==> config.mk <==
export PLATFORM = sky130hd
export DESIGN_NAME = xpmwrap_fifo_wr_arbiter
export DESIGN_NICKNAME = d
export VERILOG_FILES = /design/src/rtl/xpmwrap_arb_pkg.sv /design/src/rtl/xpmwrap_fifo_wr_arbiter_rr_pick.sv /design/src/rtl/xpmwrap_fifo_wr_arbiter.sv
export SDC_FILE = /design/constraint.sdc
export NUM_CORES = 1
export LEC_CHECK = 0
export ABC_CLOCK_PERIOD_IN_PS = 3550
export CAP_MARGIN = 20
export CORE_AREA = 2 2 119 121
export CTS_CLUSTER_SIZE = 28
export DETAILED_ROUTE_END_ITERATION = 10
export DIE_AREA = 0 0 121 123
export DONT_BUFFER_PORTS = 1
export SETUP_SLACK_MARGIN = 0.3
export SYNTH_ARGS = -nofsm -noshare
export SYNTH_HDL_FRONTEND = slang
export SYNTH_SLANG_ARGS = --single-unit
==> constraint.sdc <==
create_clock -name wr_clk -period 3.55 [get_ports wr_clk]
set_input_delay 0.355 -clock wr_clk [delete_from_list [all_inputs] [get_ports wr_clk]]
set_output_delay 0.355 -clock wr_clk [all_outputs]
set_load 0.01 [all_outputs]
==> src/rtl/xpmwrap_arb_pkg.sv <==
// Shared types and the round-robin pick helper for the FIFO write arbiter.
package xpmwrap_arb_pkg;

  typedef enum logic [1:0] {ARB_RSTW, ARB_IDLE, ARB_BUSY} arb_state_t;

  localparam int STAT_W  = 32;
  localparam int MAX_REQ = 16;

  // Rotate-then-priority-encode: first set bit of req scanning ptr+1, ptr+2, ... mod n.
  // Returns the winning index, or -1 when no bit below n is set.
  function automatic int rr_next(input logic [MAX_REQ-1:0] req, input int ptr, input int n);
    int res;
    int j;
    res = -1;
    for (int k = MAX_REQ; k >= 1; k--) begin
      if (k <= n) begin
        j = ptr + k;
        if (j >= n) j = j - n;
        if (req[j]) res = j;
      end
    end
    return res;
  endfunction

endpackage

==> src/rtl/xpmwrap_fifo_wr_arbiter_rr_pick.sv <==
// Combinational round-robin picker: winner is the first set req after ptr.
module xpmwrap_rr_pick
  import xpmwrap_arb_pkg::*;
#(
  parameter int N = 4
) (
  input  logic [N-1:0]         req,
  input  logic [$clog2(N)-1:0] ptr,
  output logic                 hit,
  output logic [$clog2(N)-1:0] idx
);

  localparam int IDX_W = $clog2(N);

  logic [MAX_REQ-1:0] req_ext;
  int                 pick;

  always_comb begin
    req_ext        = '0;
    req_ext[N-1:0] = req;
    pick           = rr_next(req_ext, int'(ptr), N);
    hit            = (pick != -1);
    idx            = pick[IDX_W-1:0];
  end

endmodule

==> src/rtl/xpmwrap_fifo_wr_arbiter.sv <==
// Packet-locked round-robin arbiter driving one FIFO write port.
// Optional per-requester beat counters are built when XPMWRAP_ARB_STATS_EN is defined.
module xpmwrap_fifo_wr_arbiter
  import xpmwrap_arb_pkg::*;
#(
  parameter int NUM_REQ    = 4,
  parameter int DATA_WIDTH = 32,
  localparam int IDX_W     = $clog2(NUM_REQ)
) (
  input  logic                          wr_clk,
  input  logic                          rst,
  input  logic [NUM_REQ-1:0]            req_valid,
  input  logic [NUM_REQ-1:0]            req_last,
  input  logic [NUM_REQ*DATA_WIDTH-1:0] req_data,
  output logic [NUM_REQ-1:0]            req_ready,
  output logic [DATA_WIDTH-1:0]         fifo_din,
  output logic                          fifo_wr_en,
  input  logic                          fifo_full,
  input  logic                          fifo_wr_rst_busy,
  output logic                          grant_valid,
  output logic [IDX_W-1:0]              grant_id,
  output logic [NUM_REQ*STAT_W-1:0]     stat_beats
);

  // Handshake: a beat moves when req_valid[i] & req_ready[i] in the same cycle;
  // only the holder ever sees ready, and that beat goes straight to fifo_wr_en.

  arb_state_t       state, state_nxt;
  logic [IDX_W-1:0] ptr, ptr_nxt;
  logic [IDX_W-1:0] gid_nxt;
  logic             gv_nxt;
  logic             pick_hit;
  logic [IDX_W-1:0] pick_idx;

  xpmwrap_rr_pick #(.N(NUM_REQ)) u_pick (
    .req (req_valid),
    .ptr (ptr),
    .hit (pick_hit),
    .idx (pick_idx)
  );

  always_comb begin
    req_ready  = '0;
    fifo_wr_en = 1'b0;
    fifo_din   = '0;
    if (state == ARB_BUSY) begin
      req_ready[grant_id] = ~fifo_full & ~fifo_wr_rst_busy;
      fifo_wr_en          = req_valid[grant_id] & ~fifo_full & ~fifo_wr_rst_busy;
      fifo_din            = req_data[grant_id*DATA_WIDTH +: DATA_WIDTH];
    end
  end

  always_comb begin
    state_nxt = state;
    ptr_nxt   = ptr;
    gv_nxt    = grant_valid;
    gid_nxt   = grant_id;
    case (state)
      ARB_RSTW: begin
        if (!fifo_wr_rst_busy) state_nxt = ARB_IDLE;
      end
      ARB_IDLE: begin
        if (fifo_wr_rst_busy) begin
          state_nxt = ARB_RSTW;
        end else if (pick_hit) begin
          state_nxt = ARB_BUSY;
          gv_nxt    = 1'b1;
          gid_nxt   = pick_idx;
        end
      end
      ARB_BUSY: begin
        // A FIFO reset aborts the packet; ptr is left alone so fairness is unaffected.
        if (fifo_wr_rst_busy) begin
          state_nxt = ARB_RSTW;
          gv_nxt    = 1'b0;
          gid_nxt   = '0;
        end else if (fifo_wr_en && req_last[grant_id]) begin
          state_nxt = ARB_IDLE;
          ptr_nxt   = grant_id;
          gv_nxt    = 1'b0;
          gid_nxt   = '0;
        end
      end
      default: begin
        state_nxt = ARB_RSTW;
        gv_nxt    = 1'b0;
        gid_nxt   = '0;
      end
    endcase
  end

  always_ff @(posedge wr_clk) begin
    if (rst) begin
      state       <= ARB_RSTW;
      ptr         <= IDX_W'(NUM_REQ - 1);
      grant_valid <= 1'b0;
      grant_id    <= '0;
    end else begin
      state       <= state_nxt;
      ptr         <= ptr_nxt;
      grant_valid <= gv_nxt;
      grant_id    <= gid_nxt;
    end
  end

`ifdef XPMWRAP_ARB_STATS_EN
  logic [STAT_W-1:0] beat_cnt [NUM_REQ];

  for (genvar i = 0; i < NUM_REQ; i++) begin : g_stats
    always_ff @(posedge wr_clk) begin
      if (rst) begin
        beat_cnt[i] <= '0;
      end else if (req_valid[i] && req_ready[i] && (beat_cnt[i] != '1)) begin
        beat_cnt[i] <= beat_cnt[i] + 1'b1;
      end
    end
    assign stat_beats[i*STAT_W +: STAT_W] = beat_cnt[i];
  end
`else
  assign stat_beats = '0;
`endif

endmodule

* Yosys cells after proc, flatten, opt, wreduce, memory -nomap -nowiden *
Cells that the tools add are included.

word-level totals
  flip-flop bits (word level) = 7
  latch bits = 0
  bits in writable memories = 0
  ROM bits = 0
  input port bits = 140
  output and inout port bits = 168
  memories = 0

cells by class
  add/subtract/negate cells = 8
  multiply operators = 0
  div/mod/pow operators = 0
  $lt $le $gt $ge = 10
  equal/unequal tests = 8
  shift-type cells = 1
  multiplexer cells = 45
  bitwise operators = 7
  reduce and logical (&&, ||, !) cells = 6

operators by type and width
  cell                                                                                  count
  32-bit 2-to-1 mux                                                                     9
  32-bit by 4-bit greater-or-equal comparator with 1-bit output, second input constant  4
  32-bit by 6-bit < comparator with 1-bit output, second input constant                 4
  128-bit by 8-bit variable part select with 32-bit output                              1
  32-bit by 4-bit subtractor with 32-bit output, second input constant                  4
  32-bit by 1-bit != test with 1-bit output, second input constant                      1
  2-bit 2-to-1 mux                                                                      9
  1-bit binary-select mux with 4-bit select                                             4
  1-bit 2-to-1 mux                                                                      16
  2-bit one-hot mux with 3 select lines                                                 2
  2-bit by 2-bit adder with 3-bit output, second input constant                         2
  2-bit != test, second input constant                                                  3
  3-bit AND reduction                                                                   2
  2-bit by 3-bit adder with 4-bit output, second input constant                         1
  4-bit AND                                                                             1
  1-bit binary-select mux with 2-bit select                                             2
  4-bit 2-to-1 mux                                                                      1
  4-bit AND reduction                                                                   1
  2-bit by 1-bit adder with 3-bit output, second input constant                         1
  1-bit AND                                                                             3
  2-bit by 3-bit < comparator with 1-bit output, second input constant                  1
  3-bit by 2-bit != test with 1-bit output, second input constant                       1
  3-bit != test, second input constant                                                  1
  1-bit NOT                                                                             3
  7 further kinds                                                                       8

* Logic depth before layout (Yosys ltp) *
  word-level depth = 14
  mapped depth = 8

* Hierarchy *
A second synthesis with hierarchy kept.

unflattened totals
  cell total of the unflattened synthesis = 294
  area, all modules = 2650.0 um^2

by module, submodules not included
  module                   times used  cells an instance  area an instance (um^2)  sequential area each (um^2)
  xpmwrap_fifo_wr_arbiter  1           256                2367.3                   140.1
  xpmwrap_rr_pick          1           38                 282.8                    0.0

* Worst setup path before layout *
OpenSTA, ideal clock, no wires.

  kind = reg-to-reg
  start point = reg ptr[0]
  end point = reg grant_id[1]
  arrival time = 2.108 ns
  required time = 3.433 ns
  path slack = 1.325 ns
  stages on the path, launching flop included = 9
  buffers on the path = 1
  path through = dfxtp_1 > buf_6 > inv_1 > ha_1 > mux2i_1 > nor3_1 > nor4_2 > a211o_2 > a22o_1

on the way
  cells in the longest elaborated chain, start to end = 13
  elaborated cells on any way between the ends = 38
  those cells by class = add/sub: 8; order compare: 4; eq/ne: 2; mux: 23; reduce/logical: 1

ends and longest elaborated chain
  item                                                                                                                            line                                                                  source
  start: declaration                                                                                                              xpmwrap_fifo_wr_arbiter.sv:29                                         logic [IDX_W-1:0] ptr, ptr_nxt;
  start signal: assignment                                                                                                        xpmwrap_fifo_wr_arbiter.sv:95                                         ptr <= IDX_W'(NUM_REQ - 1);
  start signal: assignment                                                                                                        xpmwrap_fifo_wr_arbiter.sv:100                                        ptr <= ptr_nxt;
  2-bit by 3-bit adder with 4-bit output                                                                                          xpmwrap_arb_pkg.sv:17                                                 j = ptr + k;
  32-bit by 4-bit subtractor with 32-bit output or 32-bit by 4-bit greater-or-equal comparator with 1-bit output (tied branches)  xpmwrap_arb_pkg.sv:18                                                 if (j >= n) j = j - n;
  32-bit 2-to-1 mux                                                                                                               xpmwrap_arb_pkg.sv:18
  1-bit binary-select mux with 4-bit select                                                                                       xpmwrap_arb_pkg.sv:19                                                 if (req[j]) res = j;
  1-bit 2-to-1 mux (not written as such) (2 in series)                                                                            xpmwrap_arb_pkg.sv:19
  32-bit 2-to-1 mux (3 in series)                                                                                                 xpmwrap_arb_pkg.sv:19
  32-bit 2-to-1 mux *                                                                                                             xpmwrap_arb_pkg.sv:19
  32-bit by 1-bit != test with 1-bit output or 2-bit 2-to-1 mux (tied branches)                                                   xpmwrap_fifo_wr_arbiter_rr_pick.sv:22, xpmwrap_fifo_wr_arbiter.sv:65
  2-bit != test (no source line) or 2-bit 2-to-1 mux (tied branches)                                                              -
  4-bit AND reduction (no source line) or 2-bit one-hot mux with 3 select lines (tied branches)                                   -
  end signal: assignment                                                                                                          xpmwrap_fifo_wr_arbiter.sv:102                                        grant_id <= gid_nxt;
  end: declaration                                                                                                                xpmwrap_fifo_wr_arbiter.sv:21                                         output logic [IDX_W-1:0] grant_id,

Every way passes the cells marked *; elsewhere a longest branch is shown, timed or not. The select of a mux whose other input is x is not followed.
A chain may end at the register's enable or synchronous reset.

* Worst setup path after layout *
  start point = reg ptr[0]
  end point = reg grant_id[0]

Same word-level chain as after synthesis.

==> out/metrics.yaml <==
status: "completed"
ys.flop_type: "dfxtp_1"
coreArea_sq_um: 13600
grt_pass1_vias: 1442
port-buffer-count: 0
p_leak_nw: 0.989
hold_class: "in -> reg"
critPathMaxStageDelay_ns: 0.60
synthArstFlopShare: 0
p_per_area_nw_per_um2: 188
critPathMaxFanout: 11
yosys.area_share.simple: 0.155
critPathSlowestCell: "dfxtp_1"
grt_max_degree: 40
tns_ns: 0
fin_crit_sh: 0.740
crit_family: "flip-flops"
post-route-min-period_ns: 2.63
path_class: "reg -> reg"
synth_most_common_cell: "buf_4"
synthMuxAreaShare: 0.319
yosysTopAreaCellShare: 0.360
critical_path_buf_inv_count: 1
yosys-top-cells-count: "buf_4, mux4_2, nor2b_1"
dp_cells: 465
holdPathStages: 1
cts_tree: "yes"
worst_pin_slew_ns: 0.765
synth_edf_count: 0
synth-compound-area-share: 0.0591
antenna_found_initial: 2
placed_area_sq_um: 2380
diodes: 0
fmax_mhz: 381
std_cell_rows: 43
startpoint_type: "flip-flop"
maxCapViolations: 0
synth-xor-area-share: 0
stdcell_count: 469
clk_latency_ns: 0.23
die_x_um: 121
reg2regPathDepth: 7
cts_hold_buf: 0
slew-limit-headroom: 0.490
vdd_drop_max_v: 0.000225
grt_overflow_total: 0
die_h_um: 123
setup_viol: 0
drt_iter0_markers: 70
fin_area_sq_um: 2450
grt_pass1_wl_um: 9490
maxSlewViolCount: 0
cts.repair.resized: 0
cts_num_sinks: 7
cp.arrival_ns: 2.75
ant_nets: 0
cts_made_buffers: 3
cts_max_path_buffers: 2
io_pins: 308
yosysWarnings: 0
drtPass1Iterations: 4
post_cts_buffers: 0
netlist_area_sq_um: 2670
dieArea_sq_um: 14900
clk_pin_slew_ns: 0.04
vias: 1831
synth_largest_area_cell: "buf_4"
worstPathRequired_ns: 3.67
cp_cell_sequence: "inv_1, ha_1, mux4_2, a221o_1, nor3_2, nor3_1, a22o_1"
grtUsageTotal: 0.0865
viasPerCell: 3.90
synth_seq_cells: 7
path_depth: 7
wl_per_cell_um: 16.7
syn_area_per_cell_sq_um: 9.01
synth_fa_ha_area_frac: 0.0235
initial_utilization: 0.196
synthCells: 296
routed_wl_um: 7840
drive_gt1_frac: 0.170
endpoint_kind: "flip-flop"
hold_viol_final: 0
area_growth_pct: -7.97
ys_seq_area_frac: 0.0525
gp_congestion: 0.826
skew_ns: 0.00189
nNetsFinal: 435
htreeDepth: 1
drcViolationCount: 0
ys_types: 36
dp.final_hpwl_um: 6690
root_buffer: "clkbuf_16"
rsz0062_at_grt: "false"
synth_top_family_by_area: "buffers and inverters"
yosys-top-cells-area: "buf_4, mux4_2, nor2b_1"
==> path summary, 6_finish.rpt <==
kind	start	to	slack, ns
hold / removal	rst	grant_valid	0.19
hold reg to reg	state[0]	state[1]	0.59
setup / recovery	ptr[0]	grant_id[0]	0.92
setup reg to reg	ptr[0]	grant_id[0]	0.92
==> area by class of cell <==
cell class	count	area, sq um
multi-input combinational	270	1970
clock buffer	4	78.8
sequential	7	143
fill	1554	11200
tap	180	225
inverter	5	18.8
timing repair buffer	3	22.5
==> worst reg2reg max path: stages (launching register included) <==
cell	delay [ns]
dfxtp_1	0.60
inv_1	0.20
ha_1	0.44
mux4_2	0.36
a221o_1	0.38
nor3_2	0.21
nor3_1	0.10
a22o_1	0.21
==> registers in the layout, summed over array words and instances, names as in the netlist <==
| register | flops |
|---|---|
| grant_valid | 1 |
| ptr | 2 |
| state | 2 |
| grant_id | 2 |
==> where the power goes <==
group	total, mW	switching (mW)	internal, mW
clock network	0.197	0.0472	0.150
registers	0.0880	0.00626	0.0817
logic	0.175	0.106	0.0695
==> kinds of logic (layout without fill, tap and decap cells) <==
logic type	count (synthesis)	after routing
buf+inv	146	12
simple gates	75	75
mux	41	41
compound gates	21	21
flops	7	7
fa+ha+maj	5	5
other cells	1	128
==> layer usage <==
layer / part of all wire / global-route usage / vias up
li1: - / - / 770
met1: 0.43 / 0.130 / 912
met2: 0.48 / 0.133 / 143
met3: 0.092 / 0.0175 / 4
met4: 0.0011 / 0.00436 / 2
met5: 0.0024 / 0 / -
==> layout by cell type, fill, tap and decap left out, types with 2 or more instances in the layout <==
master	Yosys	layout
mux2_2	2	2
clkbuf_16	0	3
a21oi_1	3	3
mux4_2	35	35
and2_1	2	2
nand2_1	13	13
and3_1	3	3
o211ai_1	2	2
ha_1	5	5
dfxtp_2	0	2
inv_1	5	5
o21ai_0	4	4
dfxtp_1	7	5
buf_4	128	3
mux2i_1	4	4
nor2_1	9	9
nor3_1	8	8
nor2b_1	33	33
conb_1	1	128
a22o_1	3	3
nand2b_1	3	2
==> metrics by stage <==
| step | hold slack [ns] | worst slack [ns] | util | power (mW) |
|---|---|---|---|---|
| floorplan | 0.427 | 1.32 | - | 0.349 |
| global placement | 0.429 | 0.978 | 0.175 | 0.262 |
| detailed placement | 0.433 | 0.935 | 0.175 | 0.262 |
| CTS | 0.190 | 0.931 | 0.180 | 0.460 |
| global route | 0.186 | 0.702 | 0.180 | 0.488 |
| finish | 0.190 | 0.924 | 0.180 | 0.460 |
No activity file was read; power rests on OpenSTA's default activity.
